[config.mk]
export PLATFORM = sky130hd
export DESIGN_NAME = qmem_sram16_bridge
export DESIGN_NICKNAME = d
export VERILOG_FILES = /design/src/rtl/qmem_sram16_bridge.sv
export SDC_FILE = /design/constraint.sdc
export NUM_CORES = 1
export LEC_CHECK = 0
export ABC_AREA = 1
export BUFFER_PORTS_ARGS = -buffer_cell sky130_fd_sc_hd__buf_2
export CORE_UTILIZATION = 40
export CTS_CLUSTER_DIAMETER = 40
export DETAILED_ROUTE_END_ITERATION = 10
export HOLD_SLACK_MARGIN = 0.02
export PLACE_DENSITY_LB_ADDON = 0.1
export SYNTH_ARGS = -nofsm -noshare
export SYNTH_HDL_FRONTEND = slang
export SYNTH_SLANG_ARGS = --single-unit
[constraint.sdc]
create_clock -name clk -period 8.1 [get_ports clk]
set_clock_uncertainty 0.1 [all_clocks]
set_input_delay 0.405 -clock clk [delete_from_list [all_inputs] [get_ports clk]]
set_output_delay 0.405 -clock clk [all_outputs]
set_load 0.02 [all_outputs]
[src/rtl/qmem_sram16_bridge.sv]
// Bridges one 32-bit qmem request onto a 16-bit req/ack memory bus, big-endian halfword order.
// Define QMEM_SRAM16_BRIDGE_TIMEOUT_EN to add the memory-ack timeout and the qs_err path.
`timescale 1ns/1ps
module qmem_sram16_bridge #(
  parameter int QAW       = 32,
  parameter int TO_CYCLES = 255
) (
  input  logic           clk,
  input  logic           rst,
  input  logic           qs_cs,
  input  logic           qs_we,
  input  logic [3:0]     qs_sel,
  input  logic [QAW-1:0] qs_adr,
  input  logic [31:0]    qs_dat_w,
  output logic [31:0]    qs_dat_r,
  output logic           qs_ack,
  output logic           qs_err,
  output logic           mem_req,
  output logic           mem_we,
  output logic [1:0]     mem_sel,
  output logic [QAW-1:0] mem_adr,
  output logic [15:0]    mem_dat_w,
  input  logic [15:0]    mem_dat_r,
  input  logic           mem_ack
);

`ifdef QMEM_SRAM16_BRIDGE_TIMEOUT_EN
  typedef enum logic [2:0] {S_IDLE, S_HW0, S_HW1, S_ACK, S_ERR} state_t;
`else
  typedef enum logic [1:0] {S_IDLE, S_HW0, S_HW1, S_ACK} state_t;
`endif

  state_t         r_state;
  state_t         w_next;
  logic           r_we;
  logic [3:0]     r_sel;
  logic [QAW-1:2] r_adr;
  logic [31:0]    r_dat_w;
  logic [31:0]    r_dat_r;
  logic           r_mem_req;
  logic           w_hw;
  logic           w_enter_hw;
  logic           w_unused;

  // Address low bits are byte lanes inside the word; the bridge never looks at them.
  assign w_unused = ^{qs_adr[1:0], 32'(TO_CYCLES)};

`ifdef QMEM_SRAM16_BRIDGE_TIMEOUT_EN
  localparam logic [15:0] LP_TO_CYCLES = 16'(TO_CYCLES);
  logic [15:0] r_cnt;
  logic        w_timeout;

  assign w_timeout = (r_cnt == LP_TO_CYCLES);

  always_ff @(posedge clk or posedge rst) begin
    if (rst) begin
      r_cnt <= 16'd0;
    end else if (w_enter_hw) begin
      r_cnt <= 16'd0;
    end else if (r_mem_req && !mem_ack) begin
      r_cnt <= r_cnt + 16'd1;
    end
  end
`endif

  assign w_enter_hw = (w_next != r_state) && (w_next == S_HW0 || w_next == S_HW1);

  always_comb begin
    // NOTE: every combinational output gets a default first so no path can infer a latch.
    w_next    = r_state;
    qs_ack    = 1'b0;
    qs_err    = 1'b0;
    mem_we    = 1'b0;
    mem_sel   = 2'b00;
    mem_dat_w = 16'h0000;
    w_hw      = 1'b0;
    case (r_state)
      S_IDLE: begin
        if (qs_cs) begin
          if (qs_sel[3:2] != 2'b00)      w_next = S_HW0;
          else if (qs_sel[1:0] != 2'b00) w_next = S_HW1;
          else                           w_next = S_ACK;
        end
      end
      S_HW0: begin
        mem_we    = r_we;
        mem_sel   = r_sel[3:2];
        mem_dat_w = r_dat_w[31:16];
        if (mem_ack) w_next = (r_sel[1:0] != 2'b00) ? S_HW1 : S_ACK;
`ifdef QMEM_SRAM16_BRIDGE_TIMEOUT_EN
        else if (w_timeout) w_next = S_ERR;
`endif
      end
      S_HW1: begin
        mem_we    = r_we;
        mem_sel   = r_sel[1:0];
        mem_dat_w = r_dat_w[15:0];
        w_hw      = 1'b1;
        if (mem_ack) w_next = S_ACK;
`ifdef QMEM_SRAM16_BRIDGE_TIMEOUT_EN
        else if (w_timeout) w_next = S_ERR;
`endif
      end
      S_ACK: begin
        qs_ack = 1'b1;
        w_next = S_IDLE;
      end
`ifdef QMEM_SRAM16_BRIDGE_TIMEOUT_EN
      S_ERR: begin
        qs_err = 1'b1;
        w_next = S_IDLE;
      end
`endif
      default: w_next = S_IDLE;
    endcase
  end

  assign mem_req  = r_mem_req;
  assign mem_adr  = {r_adr, w_hw, 1'b0};
  assign qs_dat_r = r_dat_r;

  always_ff @(posedge clk or posedge rst) begin
    if (rst) begin
      r_state   <= S_IDLE;
      r_mem_req <= 1'b0;
      r_we      <= 1'b0;
      r_sel     <= 4'h0;
      r_adr     <= '0;
      r_dat_w   <= 32'h0;
      r_dat_r   <= 32'h0;
    end else begin
      // NOTE: sequential state uses non-blocking assignments so every register sees pre-edge values.
      r_state   <= w_next;
      r_mem_req <= (w_next == S_HW0) || (w_next == S_HW1);
      if (r_state == S_IDLE && qs_cs) begin
        r_we    <= qs_we;
        r_sel   <= qs_sel;
        r_adr   <= qs_adr[QAW-1:2];
        r_dat_w <= qs_dat_w;
      end
      // Halves not accessed by this read keep whatever an earlier read left there.
      if (mem_ack && !r_we) begin
        if (r_state == S_HW0) r_dat_r[31:16] <= mem_dat_r;
        if (r_state == S_HW1) r_dat_r[15:0]  <= mem_dat_r;
      end
    end
  end

endmodule

== Word level (Yosys, flattened, before mapping) ==
Index checks and enable logic that the tools add are counted.

* Flip-flop bits (word level): 102
* Input port bits: 89
* Output and inout port bits: 86
* Word-level logic and storage cells: 36

* Equality and inequality tests: 5
* Multiplexer cells: 12
* Reductions and logical operators: 11

{| class="wikitable"
|+ Operators with widths
! cell !! count
|-
| case mux 16 bit (2 select lines) || 1
|-
| 2-to-1 mux 2 bit || 4
|-
| case mux 2 bit (4 select lines) || 1
|-
| == test 2 bit (second input constant) || 3
|-
| nonzero test 2 bit || 3
|-
| 2-to-1 mux 1 bit || 5
|-
| == test 2 x 1 -> 1 bit (second input constant) || 2
|-
| case mux 2 bit (2 select lines) || 1
|-
| AND reduction 2 bit || 2
|-
| logical AND 1 bit || 2
|-
| zero test 2 bit || 1
|-
| OR reduction 2 bit || 1
|-
| zero test 1 bit || 1
|-
| logical OR 1 bit || 1
|}

== Depth between registers and ports, before layout ==
* Depth after elaboration: 7
* Depth in mapped cells: 10
* Mapped depth without buffers: 9

== Least setup slack after synthesis ==
No wires, ideal clock.

* Path type: register to output
* Start: register r_state[0]
* End: output port mem_dat_w[0]
* Arrival time: 1.495 ns
* Data required time: 7.595 ns
* Slack: 6.100 ns
* Stages on the path, launching flop included: 6
* Cell sequence: dfrtp_1 > inv_1 > ha_1 > clkinv_1 > buf_1 > a21oi_1

* Cells in the longest elaborated chain, start to end: 2

{| class="wikitable"
|+ RTL lines
! element !! line !! text
|-
| from (decl) || 33 || <nowiki>state_t r_state;</nowiki>
|-
| from (signal assigned) || 133 || <nowiki>r_state <= w_next;</nowiki>
|-
| == test 2 bit / == test 2 x 1 -> 1 bit (equally long branches) || 77 || <nowiki>case (r_state)</nowiki>
|-
| case mux 16 bit (2 select lines) * || 77 ||
|-
| to (decl) || 22 || <nowiki>output logic [15:0] mem_dat_w,</nowiki>
|}

Mark *: on every way between the ends. The rest lies on a longest branch, timed or not.

== Worst setup path after layout ==
* Start: register r_state[0]
* End: register r_dat_r[12] (netlist: qs_dat_r[12])

* Cells in the longest elaborated chain, start to end: 2

{| class="wikitable"
|+ RTL lines
! element !! line !! text
|-
| == test 2 bit || 144 || <nowiki>if (r_state == S_HW1) r_dat_r[15:0] <= mem_dat_r;</nowiki>
|-
| AND reduction 2 bit (no line) || n/a ||
|-
| to (signal assigned) || 144 ||
|-
| to (decl) || 39 || <nowiki>logic [31:0] r_dat_r;</nowiki>
|}

No other way between the ends.
A chain may end at the register's enable or synchronous reset.

==> reports/qor.yml <==
grt_overflow: 0
timing.final.crit_period_ns: 3.02
crit_start: "r_state[0]"
synth_top_family_by_area: "multiplexers"
yosys_most_used_dff: "dfrtp_1"
ys_top_cells_by_count: "dfrtp_1 (102), nand2_1 (81), mux2_2 (59)"
crit_chain: "inv_1 -> ha_1 -> nand3_1 -> o21ai_0"
synth-simple-area-share_pct: 8.49
wl_per_cell_um: 13.6
core_mm2: 0.0103
syn_area_mm2: 0.00423
vias: 3128
slowest_stage: "nand3_1"
maxCapViolations: 0
switchingPower_uw: 925
worstPathRequired_ns: 8.23
antenna_found_initial: 0
initial_core_util_pct: 41.1
ios: 175
worstMarginPinSlew_ns: 1.10
internal_power_mw: 1.37
total_leakage_power_nw: 2.82
synth-async-reset-ratio_pct: 100
num-fill-cells: 977
whs_path_depth: 2
slew_headroom_pct: 26.5
dieArea_mm2: 0.0110
hpwlAfterDp_um: 6460
grt_use_met2_pct: 26.9
reg2reg_from: "r_state[0]"
htreeDepth: 3
critPathKind: "reg -> reg"
synth_edf_count: 0
rows: 37
synth_top_area_share_pct: 60.4
synth_seq_cells: 102
top_usage_layer: "met2"
grt_max_degree: 77
muxShareOfSynthArea_pct: 17.8
seqPwrFrac_pct: 38.7
fin_crit_sh_pct: 37.2
synthXorXnorAreaFrac_pct: 0
grt_pass1_vias: 3125
r2r_cells: 4
clk_latency_ns: 0.35
setup_tns_ns: 0
drt_iter0_markers: 91
die-height_um: 105
synth_area_per_cell_um2: 11.4
cts_tree: "done"
fmax_ghz: 0.332
synth_warnings: 0
cts.clk_slew.worst_paths_ns: 0.10
syn_inst: 371
dieWidth_um: 105
drc_errors: 0
crit_path_max_incr_delay_ns: 0.98
clkPwrFrac_pct: 15.5
numCtsBuffers: 9
power_per_cell_area_mw_per_mm2: 425
synth-compound-area-share_pct: 6.51
grt_pass1_wl_um: 15000
fin_util_pct: 52.4
p_comb_share_pct: 45.8
rsz0062_at_grt: "false"
final-setup-viol-count: 0
antenna_left: 0
clockRootBuffer: "clkbuf_8"
drive_gt1_share_pct: 47.0
place.gp.congestion: 0.760
ir_drop_v: 0.000165
outcome: "finished, final reports clean"
holdCritStartpoint: "qs_adr[10]"
finalPower_mw: 2.29
grt_use_total_pct: 17.2
finalHoldViolCount: 0
insertedDiodeCount: 0
maxSlewViolCount: 0
routed_wl_um: 9180
viasPerCell: 4.63
yosys.area.top_type: "dfrtp_1"
crit_arrival_ns: 3.15
hp-class: "in -> reg"
switching_share_pct: 40.3
crit_path_start_kind: "flip-flop"
ys_seq_area_share_pct: 60.4
synth_most_common_cell: "dfrtp_1"
finalNetCount: 629
yosys.cell_types.count: 18
cp-end-kind: "flip-flop"
use_met3_pct: 4.62
grt_util_met1_pct: 22.8
path_max_fanout: 32
synthAdderAreaFrac_pct: 1.48
area_growth_pct: 27.4
clock-sinks: 102
dr.pass1.iters: 4
clockBufferDepth: 2
ctsResizeCount: 0
placement.io_buffers: 170
ys_top_cells_by_area: "dfrtp_1 (60%), mux2_2 (16%), nand2_1 (7.2%), o21ai_0 (4.1%), inv_1 (2.4%)"
==> worst max-delay path: cells and delay by family, from the launching register on <==
| family | cells | cell delay, ns |
|---|---|---|
| AOI/OAI and AO/OA | 1 | 0.52 |
| buffers and inverters | 1 | 0.15 |
| adders and majority gates | 1 | 0.70 |
| and+or+nand+nor | 1 | 0.98 |
| DFF | 1 | 0.43 |
==> registers in the layout, indices dropped and copies added, names as in the netlist <==
| register | cells |
|---|---|
| qs_dat_r | 32 |
| r_sel | 4 |
| mem_req | 1 |
| r_state | 2 |
| r_we | 1 |
| r_adr | 30 |
| r_dat_w | 32 |
==> cell usage in the layout (no fill, tap or decap), drive strengths merged <==
cell	netlist	final
mux2	65	65
clkbuf	6	11
nand3	3	3
nor2	9	9
a21oi	20	20
dlygate4sd3	0	1
inv	27	28
bufinv	0	2
conb	1	2
o21ai	35	35
ha	5	5
clkinv	1	2
clkinvlp	0	1
dfrtp	102	102
buf	15	172
nand2	82	82
==> power by group through the flow <==
| stage | Combinational [mW] | Clock, mW | Sequential, mW |
|---|---|---|---|
| final | 1.05 | 0.354 | 0.888 |
| after global routing | 1.15 | 0.383 | 0.918 |
| after CTS | 1.07 | 0.365 | 0.889 |
| after detailed placement | 1.07 | 0 | 0.896 |
| after global placement | 1.05 | 0 | 0.885 |
| after floorplan | 0.554 | 0 | 1.08 |
==> metrics by stage <==
| step | hold WS (ns) | cells | setup slack, ns | area (um2) |
|---|---|---|---|---|
| 2_1_floorplan | 0.353 | 372 | 4.92 | 4230 |
| 3_3_place_gp | 0.296 | 659 | 5.18 | 5150 |
| 3_5_place_dp | 0.301 | 659 | 5.06 | 5150 |
| 4_1_cts | 0.154 | 676 | 5.05 | 5390 |
| 5_1_grt | 0.160 | 676 | 4.68 | 5390 |
| 6_report | 0.167 | 676 | 5.08 | 5390 |
==> kinds of logic after synthesis <==
logic type	after synthesis
multiplexers	65
other	1
AO/OA/AOI/OAI	55
adder cells (fa/ha/maj)	5
AND/OR/NAND/NOR	94
flip-flops	102
buffers and inverters	49
==> worst paths after layout <==
kind	to	slack, ns
setup / recovery	qs_dat_r[12]	5.08
max in group asynchronous	r_dat_w[23]	6.15
hold reg to reg	qs_dat_r[19]	0.38
hold / removal	r_adr[10]	0.17
min in group asynchronous	r_adr[21]	0.47
setup reg to reg	qs_dat_r[12]	5.08
==> routing by layer <==
layer,up-vias,wire [um]
met1,1489,4120
met2,97,4270
met5,-,0
met3,12,639
li1,1530,-
met4,0,148
==> layout make-up <==
| type | instances | area, um2 | share of cell area [%] |
|---|---|---|---|
| clock buffer | 11 | 141 | 2.62 |
| clock inverter | 5 | 81.3 | 1.51 |
| inverter | 28 | 108 | 2.00 |
| multi-input combinational | 221 | 1460 | 27.1 |
| sequential | 102 | 2550 | 47.4 |
| tap | 136 | 170 | 3.16 |
| timing repair buffer | 173 | 876 | 16.3 |
==> what timing repair did <==
| action | in CTS | in global routing |
|---|---|---|
| setup buffers | 0 | 0 |
| endpoints found under the hold margin | 26 | 0 |
| hold buffers | 1 | 0 |
(Power assumes the default switching activity.)
